## config.mk

```make
export PLATFORM = sky130hd
export DESIGN_NAME = instr_decode_cond_flat
export DESIGN_NICKNAME = d
export VERILOG_FILES = /design/src/rtl/instr_decode_cond_if.sv /design/src/rtl/instr_decode_cond.sv /design/src/flat_wrapper.sv
export SDC_FILE = /design/constraint.sdc
export NUM_CORES = 1
export LEC_CHECK = 0
export CAP_MARGIN = 25
export CORE_MARGIN = 4
export CORE_UTILIZATION = 43
export DETAILED_ROUTE_END_ITERATION = 6
export GPL_TIMING_DRIVEN = 1
export PLACE_DENSITY = 0.85
export SLEW_MARGIN = 20
export SYNTH_ARGS = -nofsm -noshare
export SYNTH_HDL_FRONTEND = slang
export SYNTH_SLANG_ARGS = --single-unit
```

## constraint.sdc

```tcl
create_clock -name clk -period 3.5 [get_ports clk]
set_input_delay 0.525 -clock clk [delete_from_list [all_inputs] [get_ports clk]]
set_output_delay 0.525 -clock clk [all_outputs]
set_load 0.02 [all_outputs]
```

## src/rtl/instr_decode_cond_if.sv

```systemverilog
// ============================================================================
// Module : instr_decode_cond_if
// Brief  : Fetch handshake, flag write and decode bundle for instr_decode_cond.
// Rev    : 1.0  initial release
// ============================================================================
`default_nettype none

interface instr_decode_cond_if;
  logic        fetch_start;
  logic        mem_req;
  logic        mem_valid;
  logic [31:0] mem_rdata;
  logic        busy;
  logic        ir_loaded;
  logic        flag_we;
  logic [3:0]  flags_in;
  logic [3:0]  flags;
  logic [31:0] ir;
  logic [15:0] family_bits;
  logic        COND;
  logic        L;
  logic        P;
  logic        A;

  // Control store / memory side
  modport master (
    output fetch_start, mem_valid, mem_rdata, flag_we, flags_in,
    input  mem_req, busy, ir_loaded, flags, ir, family_bits, COND, L, P, A
  );

  // Decoder side
  modport slave (
    input  fetch_start, mem_valid, mem_rdata, flag_we, flags_in,
    output mem_req, busy, ir_loaded, flags, ir, family_bits, COND, L, P, A
  );
endinterface

`default_nettype wire

```

## src/rtl/instr_decode_cond.sv

```systemverilog
// ============================================================================
// Module : instr_decode_cond
// Brief  : Instruction fetch FSM, IR / NZCV registers and decode outputs
//          (one-hot family, condition pass, L/P/A) for the microsequencer.
// Rev    : 1.0  initial release
// ============================================================================
`default_nettype none

module instr_decode_cond #(
  parameter logic [31:0] RESET_IR = 32'hE1A00000,
  parameter bit          NV_NEVER = 1'b1
) (
  input  wire              clk,
  input  wire              rst_n,
  instr_decode_cond_if.slave bus
);

  typedef enum logic [0:0] {
    S_IDLE  = 1'b0,
    S_FETCH = 1'b1
  } state_t;

  state_t      state_q, state_d;
  logic [31:0] ir_q, ir_d;
  logic [3:0]  flags_q, flags_d;
  logic        ir_loaded_q, ir_loaded_d;
  logic [3:0]  fam_w;
  logic        cond_w;

  // State, IR, flags and load pulse registers; reset aborts any fetch
  always_ff @(posedge clk or negedge rst_n) begin
    if (!rst_n) begin
      state_q     <= S_IDLE;
      ir_q        <= RESET_IR;
      flags_q     <= 4'b0000;
      ir_loaded_q <= 1'b0;
    end else begin
      state_q     <= state_d;
      ir_q        <= ir_d;
      flags_q     <= flags_d;
      ir_loaded_q <= ir_loaded_d;
    end
  end

  // Next state and handshake outputs; mem_valid only matters in FETCH
  always_comb begin
    state_d     = state_q;
    ir_d        = ir_q;
    ir_loaded_d = 1'b0;
    bus.mem_req = 1'b0;
    bus.busy    = 1'b0;
    flags_d     = bus.flag_we ? bus.flags_in : flags_q;
    case (state_q)
      S_IDLE: begin
        if (bus.fetch_start) state_d = S_FETCH;
      end
      S_FETCH: begin
        bus.mem_req = 1'b1;
        bus.busy    = 1'b1;
        if (bus.mem_valid) begin
          ir_d        = bus.mem_rdata;
          ir_loaded_d = 1'b1;
          state_d     = S_IDLE;
        end
      end
      default: state_d = S_IDLE;
    endcase
  end

  // Instruction family number, first matching rule wins
  always_comb begin
    fam_w = 4'd15;
    case (ir_q[27:25])
      3'b000: begin
        if (ir_q[7:4] == 4'b1001) begin
          if (ir_q[24:23] == 2'b00)                                fam_w = 4'd3;
          else if (ir_q[24:23] == 2'b01)                           fam_w = 4'd4;
          else if (ir_q[24:23] == 2'b10 && ir_q[21:20] == 2'b00)   fam_w = 4'd5;
          else                                                     fam_w = 4'd15;
        end else if (ir_q[7] && ir_q[4]) begin
          fam_w = 4'd6;
        end else if (ir_q[27:4] == 24'h12FFF1) begin
          fam_w = 4'd14;
        end else if (ir_q[24:23] == 2'b10 && !ir_q[20]) begin
          fam_w = ir_q[21] ? 4'd13 : 4'd12;
        end else begin
          fam_w = ir_q[4] ? 4'd1 : 4'd0;
        end
      end
      3'b001: begin
        if (ir_q[24:23] == 2'b10 && !ir_q[20]) fam_w = ir_q[21] ? 4'd13 : 4'd15;
        else                                   fam_w = 4'd2;
      end
      3'b010:  fam_w = 4'd7;
      3'b011:  fam_w = ir_q[4] ? 4'd15 : 4'd8;
      3'b100:  fam_w = 4'd9;
      3'b101:  fam_w = 4'd10;
      3'b110:  fam_w = 4'd15;
      default: fam_w = ir_q[24] ? 4'd11 : 4'd15;
    endcase
  end

  // Condition pass from registered NZCV = {N,Z,C,V}
  always_comb begin
    cond_w = 1'b1;
    case (ir_q[31:28])
      4'h0: cond_w = flags_q[2];
      4'h1: cond_w = !flags_q[2];
      4'h2: cond_w = flags_q[1];
      4'h3: cond_w = !flags_q[1];
      4'h4: cond_w = flags_q[3];
      4'h5: cond_w = !flags_q[3];
      4'h6: cond_w = flags_q[0];
      4'h7: cond_w = !flags_q[0];
      4'h8: cond_w = flags_q[1] && !flags_q[2];
      4'h9: cond_w = !flags_q[1] || flags_q[2];
      4'hA: cond_w = (flags_q[3] == flags_q[0]);
      4'hB: cond_w = (flags_q[3] != flags_q[0]);
      4'hC: cond_w = !flags_q[2] && (flags_q[3] == flags_q[0]);
      4'hD: cond_w = flags_q[2] || (flags_q[3] != flags_q[0]);
      4'hE: cond_w = 1'b1;
      default: cond_w = !NV_NEVER;
    endcase
  end

  assign bus.ir          = ir_q;
  assign bus.flags       = flags_q;
  assign bus.ir_loaded   = ir_loaded_q;
  assign bus.family_bits = 16'd1 << fam_w;
  assign bus.COND        = cond_w;
  assign bus.L           = ir_q[20];
  assign bus.P           = ir_q[24];
  assign bus.A           = ir_q[21];

endmodule

`default_nettype wire

```

## src/flat_wrapper.sv

```systemverilog
// flat-port wrapper written by rule: the top's interface ports become plain ports
module instr_decode_cond_flat 
#(
  parameter logic [31:0] RESET_IR = 32'hE1A00000,
  parameter bit          NV_NEVER = 1'b1
)
  (clk, rst_n, bus_fetch_start, bus_mem_valid, bus_mem_rdata, bus_flag_we, bus_flags_in, bus_mem_req, bus_busy, bus_ir_loaded, bus_flags, bus_ir, bus_family_bits, bus_COND, bus_L, bus_P, bus_A);
  instr_decode_cond_if bus_i ();
  input  wire clk;
  input  wire rst_n;
  input wire logic [$bits(bus_i.fetch_start)-1:0] bus_fetch_start;
  input wire logic [$bits(bus_i.mem_valid)-1:0] bus_mem_valid;
  input wire logic [$bits(bus_i.mem_rdata)-1:0] bus_mem_rdata;
  input wire logic [$bits(bus_i.flag_we)-1:0] bus_flag_we;
  input wire logic [$bits(bus_i.flags_in)-1:0] bus_flags_in;
  output wire logic [$bits(bus_i.mem_req)-1:0] bus_mem_req;
  output wire logic [$bits(bus_i.busy)-1:0] bus_busy;
  output wire logic [$bits(bus_i.ir_loaded)-1:0] bus_ir_loaded;
  output wire logic [$bits(bus_i.flags)-1:0] bus_flags;
  output wire logic [$bits(bus_i.ir)-1:0] bus_ir;
  output wire logic [$bits(bus_i.family_bits)-1:0] bus_family_bits;
  output wire logic [$bits(bus_i.COND)-1:0] bus_COND;
  output wire logic [$bits(bus_i.L)-1:0] bus_L;
  output wire logic [$bits(bus_i.P)-1:0] bus_P;
  output wire logic [$bits(bus_i.A)-1:0] bus_A;
  assign bus_i.fetch_start = bus_fetch_start;
  assign bus_i.mem_valid = bus_mem_valid;
  assign bus_i.mem_rdata = bus_mem_rdata;
  assign bus_i.flag_we = bus_flag_we;
  assign bus_i.flags_in = bus_flags_in;
  assign bus_mem_req = bus_i.mem_req;
  assign bus_busy = bus_i.busy;
  assign bus_ir_loaded = bus_i.ir_loaded;
  assign bus_flags = bus_i.flags;
  assign bus_ir = bus_i.ir;
  assign bus_family_bits = bus_i.family_bits;
  assign bus_COND = bus_i.COND;
  assign bus_L = bus_i.L;
  assign bus_P = bus_i.P;
  assign bus_A = bus_i.A;
  instr_decode_cond #(.RESET_IR(RESET_IR), .NV_NEVER(NV_NEVER)) u_core (.clk(clk), .rst_n(rst_n), .bus(bus_i));
endmodule
```

==> impl_metrics.yaml, run 1 <==
run_status:
  status: "completed"
yosys:
  seq_area_frac_synth_pct: 48.0
  synth_edf_count: 0
  avgSynthCellArea_um2: 11.8
  synth_top_flop_cell: "dfrtp_1"
  syn_inst: 169
  synth_area_mm2: 0.00200
  ys_warn_count: 0
  ys_seq_elements: 38
  synth_nets: 210
  synth_cell_types: 44
  ys_async_sr_fraction_pct: 100
global_routing:
  grt_pass1_vias: 1763
  grt_pass1_wl_um: 8540
  antenna_found_initial: 0
  track_usage_pct: 17.8
  grt_overflow: 0
  grt_start_max_net_pins: 39
setup_path:
  reg2reg_slack_ns: 2.14
  path_max_fanout: 9
  crit_required_ns: 2.97
  cp.depth: 6
  crit_family: "simple AND/OR/NAND/NOR gates"
  arrival_ns: 2.89
  crit_type: "reg -> out"
  cp_slowest_cell: "clkdlybuf4s50_1"
  slowest_delay_ns: 0.62
  r2r-end: "u_core.bus.ir[20]"
  rr_startpoint: "u_core.state_q"
  worstSetupStartpoint: "u_core.bus.ir[27]"
  endpoint_kind: "output port"
  worst-r2r-cell-count: 3
  start_kind: "flip-flop"
  crit_buf_inv: 1
  critPathCapture: "bus_family_bits[12]"
  crit_chain: "or4_4, nor4_4, a31oi_2, a21oi_2, and4_1, clkdlybuf4s50_1"
sta:
  tightest_slew_ns: 0.839
  hold_viol_final: 0
  skew_ns: 0.00341
  tns_ns: 0
  finalCritPeriodShare_pct: 97.5
  max_freq_mhz: 293
  holdWs_ns: 0.349
  period_needed_ns: 3.41
  grt_setup_unrepaired: "yes"
  final-setup-viol-count: 0
  timing.final.max_slew_violations: 0
  slew_headroom_pct: 44.0
cells_and_area:
  layout-drive-gt1-share_pct: 21.8
  final_cell_mix: "clkdlybuf4s50_1 (90), mux2_2 (35), dfrtp_1 (32)"
  seqCellArea_um2: 958
  fin_area_mm2: 0.00314
  nets: 307
  multiInputGateArea_um2: 976
  synthToLayoutAreaGrowth_pct: 57.4
  fillers: 326
  antenna_cells: 0
  final_common_cell: "clkdlybuf4s50_1"
route:
  num_vias: 1719
  wl_um: 5120
  drtPass1Iterations: 4
  antenna_left: 0
  avgViaCountPerCell: 5.41
  drc_errors: 0
  routedWlPerCell_um: 16.1
  drt-initial-drc-count: 83
cts:
  clk_latency_ns: 0.28
  clock_sinks: 38
  h-tree-depth: 2
  cts_root_buf: "clkbuf_8"
  clkTransAtPathRegs_ns: 0.07
  cts-hold-fix-buffers: 0
  clockBufferDepth: 2
  cts_buffers: 5
  cts_tree: "done"
  postCtsSetupRepairBufs: 0
hold_path:
  hold_path_class: "in -> async"
floorplan:
  die_h_um: 76.1
  core_region_area_mm2: 0.00441
  rows: 24
  die_area_mm2: 0.00580
  die_w_um: 76.1
  initial_core_util_pct: 45.2
  io_pins: 100
place:
  place_hpwl_um: 3920
  place_congestion: 0.872
  place_area_mm2: 0.00301
  portBuffers: 99
power:
  p_per_area_mw_per_mm2: 550
  leakage_nw: 1.36
  peakVddDrop_mv: 0.388
flow_run:
  maxCapViolCount: 0
[synth_stat cells, drive strengths merged (2+ instances only)]
library cell / instances / area share, %
nor2: 4 / 0.75
mux2i: 4 / 2.0
o21a: 3 / 1.1
nand2: 8 / 1.5
nor3: 9 / 2.3
or3: 2 / 0.63
a211o: 2 / 0.88
a21o: 2 / 0.75
nor4: 5 / 2.3
dfstp: 6 / 7.9
buf: 7 / 2.1
inv: 4 / 0.75
nand2b: 3 / 0.94
a21oi: 5 / 1.4
nor3b: 5 / 2.1
clkbuf: 4 / 0.75
mux2: 35 / 20
and4: 3 / 1.3
nand4: 2 / 0.63
a211oi: 2 / 1.0
dfrtp: 32 / 40
o21ai: 5 / 1.3
[metal layers]
metal / wire (um) / GRT usage (%) / vias to the layer above
met5: 0 / 0 / -
met4: 48 / 5.24 / 0
met3: 359 / 5.91 / 4
met2: 2630 / 30.6 / 65
met1: 2080 / 21.1 / 830
li1: - / - / 820
[power by group]
part           total (mW)  internal (mW)  switching (mW)
combinational       0.730          0.377           0.353
clock               0.369          0.228           0.141
sequential          0.630          0.529           0.101
total                1.73           1.13           0.594
[cell families after synthesis]
kind of cell	synth area share [%]
and+or+nand+nor	16.5
muxes	21.8
DFF	48.0
AOI/OAI and AO/OA	9.28
buffers and inverters	3.57
xor gates and xnor gates	0.878
[flip-flops by register name, indices dropped and copies added (netlist names)]
| register | count |
|---|---|
| u_core.bus.ir | 32 |
| u_core.bus.ir_loaded | 1 |
| u_core.bus.flags | 4 |
| u_core.state_q | 1 |
[per-stage QoR]
step	cells	utilization [%]	setup slack [ns]	total power, mW
after floorplan	169	-	0.535	1.03
after global placement	311	68.1	0.352	1.36
after detailed placement	311	68.1	0.284	1.37
after CTS	318	70.6	0.00103	1.74
after global routing	318	71.1	-0.0399	1.82
final	318	71.1	0.0861	1.73
[area by class of cell]
class                           count  share of cell area (%)
Multi-Input combinational cell    116                    31.1
Timing Repair Buffer              101                    32.3
Clock inverter                      1                   0.956
Sequential cell                    38                    30.5
Clock buffer                        6                    2.63
Tap cell                           52                    2.07
Inverter                            4                   0.478
[how the worst min path moves through the flow]
stage,start,endpoint,slack [ns],depth (start not counted)
after floorplan,rst_n,u_core.bus.flags[0],0.23,0
after global placement,u_core.bus.ir[0],u_core.bus.ir[0],0.49,1
after detailed placement,u_core.bus.ir[0],u_core.bus.ir[0],0.50,1
after CTS,rst_n,u_core.bus.ir[7],0.37,1
after global routing,rst_n,u_core.bus.flags[1],0.40,1
final,rst_n,u_core.bus.ir[20],0.35,1
[timing repair]
action | 4_1_cts | 5_1_grt
resized for setup | 2 | 8
setup endpoints to repair | 2 | 8
pin swaps | 0 | 0
(Power assumes the default switching activity.)
==> run 2, diff against run 1 <==
Settings changed: CTS_CLUSTER_DIAMETER set to 120, GPL_ROUTABILITY_DRIVEN set to 0.
==> results of run 2 <==
No change in the layout: final DEF, timing and power equal those of run 1.
==> run 3, diff against run 2 <==
Settings changed: HOLD_SLACK_MARGIN set to 0.02, RECOVER_POWER set to 100.
==> run 3 against run 2 <==
  * The flow now finishes with violations (max-capacitance violations, max-slew violations)
  * Sequential power barely moved
  * Clock skew about the same
  * Final cell count unchanged
  * Via count shrank 0.93%
  * Global-route usage unchanged
  * Combinational power is 3.3% lower
  * Flip-flop and latch count unchanged
  * Sequential share of layout area about the same
  * Register-to-register slack got worse by 0.91 ns
  * Non-clock buffer count unchanged
  * Critical path type unchanged
  * Critical endpoint unchanged
  * Largest cell class unchanged
  * Largest power group unchanged
==> impl_metrics.yaml, run 3 (synthesized netlist as in run 1, its figures left out) <==
run_status:
  status: "finished, violations left"
  violations: "max-capacitance violations, max-slew violations"
cts:
  cts_buffers: 5
  cts_root_buf: "clkbuf_8"
  cts-hold-fix-buffers: 0
  clk_latency_ns: 0.28
  clock_sinks: 38
  clockBufferDepth: 2
  postCtsSetupRepairBufs: 0
  clkTransAtPathRegs_ns: 0.07
  h-tree-depth: 2
  cts_tree: "done"
power:
  swShare_pct: 34.7
  peakVddDrop_mv: 0.382
  p_int_mw: 1.11
  p_seq_share_pct: 36.8
  p_per_area_mw_per_mm2: 543
  pwr-share-comb_pct: 41.5
  p_switching_mw: 0.591
  clockPowerShare_pct: 21.7
  leakage_nw: 1.37
floorplan:
  rows: 24
  initial_core_util_pct: 45.2
  die_h_um: 76.1
  die_area_mm2: 0.00580
  core_region_area_mm2: 0.00441
  io_pins: 100
  die_w_um: 76.1
sta:
  tightest_slew_ns: 2.00
  skew_ns: 0.00315
  finalCritPeriodShare_pct: 97.6
  grt_setup_unrepaired: "yes"
  tns_ns: 0
  holdWs_ns: 0.509
  timing.final.max_slew_violations: 72
  hold_viol_final: 0
  slew_headroom_pct: -33.6
  final-setup-viol-count: 0
  max_freq_mhz: 293
  period_needed_ns: 3.42
setup_path:
  reg2reg_slack_ns: 1.23
  start_kind: "flip-flop"
  crit_type: "reg -> out"
  endpoint_kind: "output port"
  cp_slowest_cell: "clkdlybuf4s50_1"
  worst-r2r-cell-count: 3
  crit_required_ns: 2.97
  arrival_ns: 2.89
  r2r-end: "u_core.bus.ir[20]"
  rr_startpoint: "u_core.state_q"
  path_max_fanout: 9
  crit_chain: "or4_4, nor4_4, a31oi_2, a21oi_2, and4_1, clkdlybuf4s50_1"
  slowest_delay_ns: 0.62
global_routing:
  grt_pass1_wl_um: 8540
  grt_pass1_vias: 1763
  grt_overflow: 0
  track_usage_pct: 17.8
  grt_start_max_net_pins: 39
  antenna_found_initial: 0
cells_and_area:
  layout-drive-gt1-share_pct: 21.1
  nets: 307
  final_common_cell: "clkdlybuf4s50_1"
  antenna_cells: 0
  synthToLayoutAreaGrowth_pct: 57.1
  fillers: 327
  seqCellArea_um2: 958
  largest_register_ff_count: 32
  final_cell_mix: "clkdlybuf4s50_1 (56), mux2_2 (35), dlygate4sd3_1 (34)"
  multiInputGateArea_um2: 976
  finish.utilization_pct: 71.0
hold_path:
  min_path_cells: 1
  hold_path_class: "reg -> reg"
  whs_endpoint: "u_core.bus.ir[3]"
  hold_start: "u_core.bus.ir[3]"
route:
  avgViaCountPerCell: 5.36
  antenna_left: 0
  drt-initial-drc-count: 101
  drc_errors: 0
  routedWlPerCell_um: 16.0
  drtPass1Iterations: 4
  num_vias: 1703
  wl_um: 5100
flow_run:
  maxCapViolCount: 2
place:
  portBuffers: 99
  place_hpwl_um: 3920
## run 3: power groups by stage
stage / logic, mW / clock network [mW] / registers (mW)
6_report: 0.706 / 0.368 / 0.627
5_1_grt: 0.751 / 0.403 / 0.645
4_1_cts: 0.734 / 0.381 / 0.628
3_5_place_dp: 0.734 / 0 / 0.636
3_3_place_gp: 0.725 / 0 / 0.631
2_1_floorplan: 0.324 / 0 / 0.704
## run 3: worst max-delay path, delay by kind of cell, from the launching register on
kind	cells	cell delay, ns
buffers and inverters	1	0.62
AO/OA/AOI/OAI	2	0.43
flip-flops	1	0.48
AND/OR/NAND/NOR	3	1.08
## run 3: layout make-up
class | instances | area share, %
clock inverters | 1 | 0.958
flip-flops and latches | 38 | 30.6
multi-input cells | 116 | 31.1
inverters | 4 | 0.479
clock buffers | 6 | 2.63
well taps | 52 | 2.08
repair buffers | 101 | 32.2
## run 3: how the worst max path moves through the flow
stage,startpoint,to,cells after the start
2_1_floorplan,u_core.bus.ir[27],bus_family_bits[15],5
3_3_place_gp,u_core.bus.ir[27],bus_family_bits[2],6
3_5_place_dp,u_core.bus.ir[27],bus_family_bits[6],6
4_1_cts,u_core.bus.ir[24],bus_family_bits[5],6
5_1_grt,u_core.bus.ir[27],bus_family_bits[12],6
6_report,u_core.bus.ir[27],bus_family_bits[12],6
## run 3: stage by stage
step,std cells,worst slack (ns),total power [mW],area [um2]
finish,318,0.0844,1.70,3140
global route,318,-0.0399,1.80,3140
global placement,311,0.352,1.36,3010
floorplan,169,0.535,1.03,2000
detailed placement,311,0.284,1.37,3010
CTS,318,0.00103,1.74,3120
## run 3: per-layer routing
layer	vias up	track usage, %	wire length (um)
li1	821	-	-
met1	818	21.1	2070
met2	62	30.6	2620
met3	2	5.91	365
met4	0	5.24	40
met5	-	0	0
## run 3: timing repair
action	CTS	global route
endpoints found under the setup margin	2	8
gates cloned	0	0
gates resized for setup	2	8
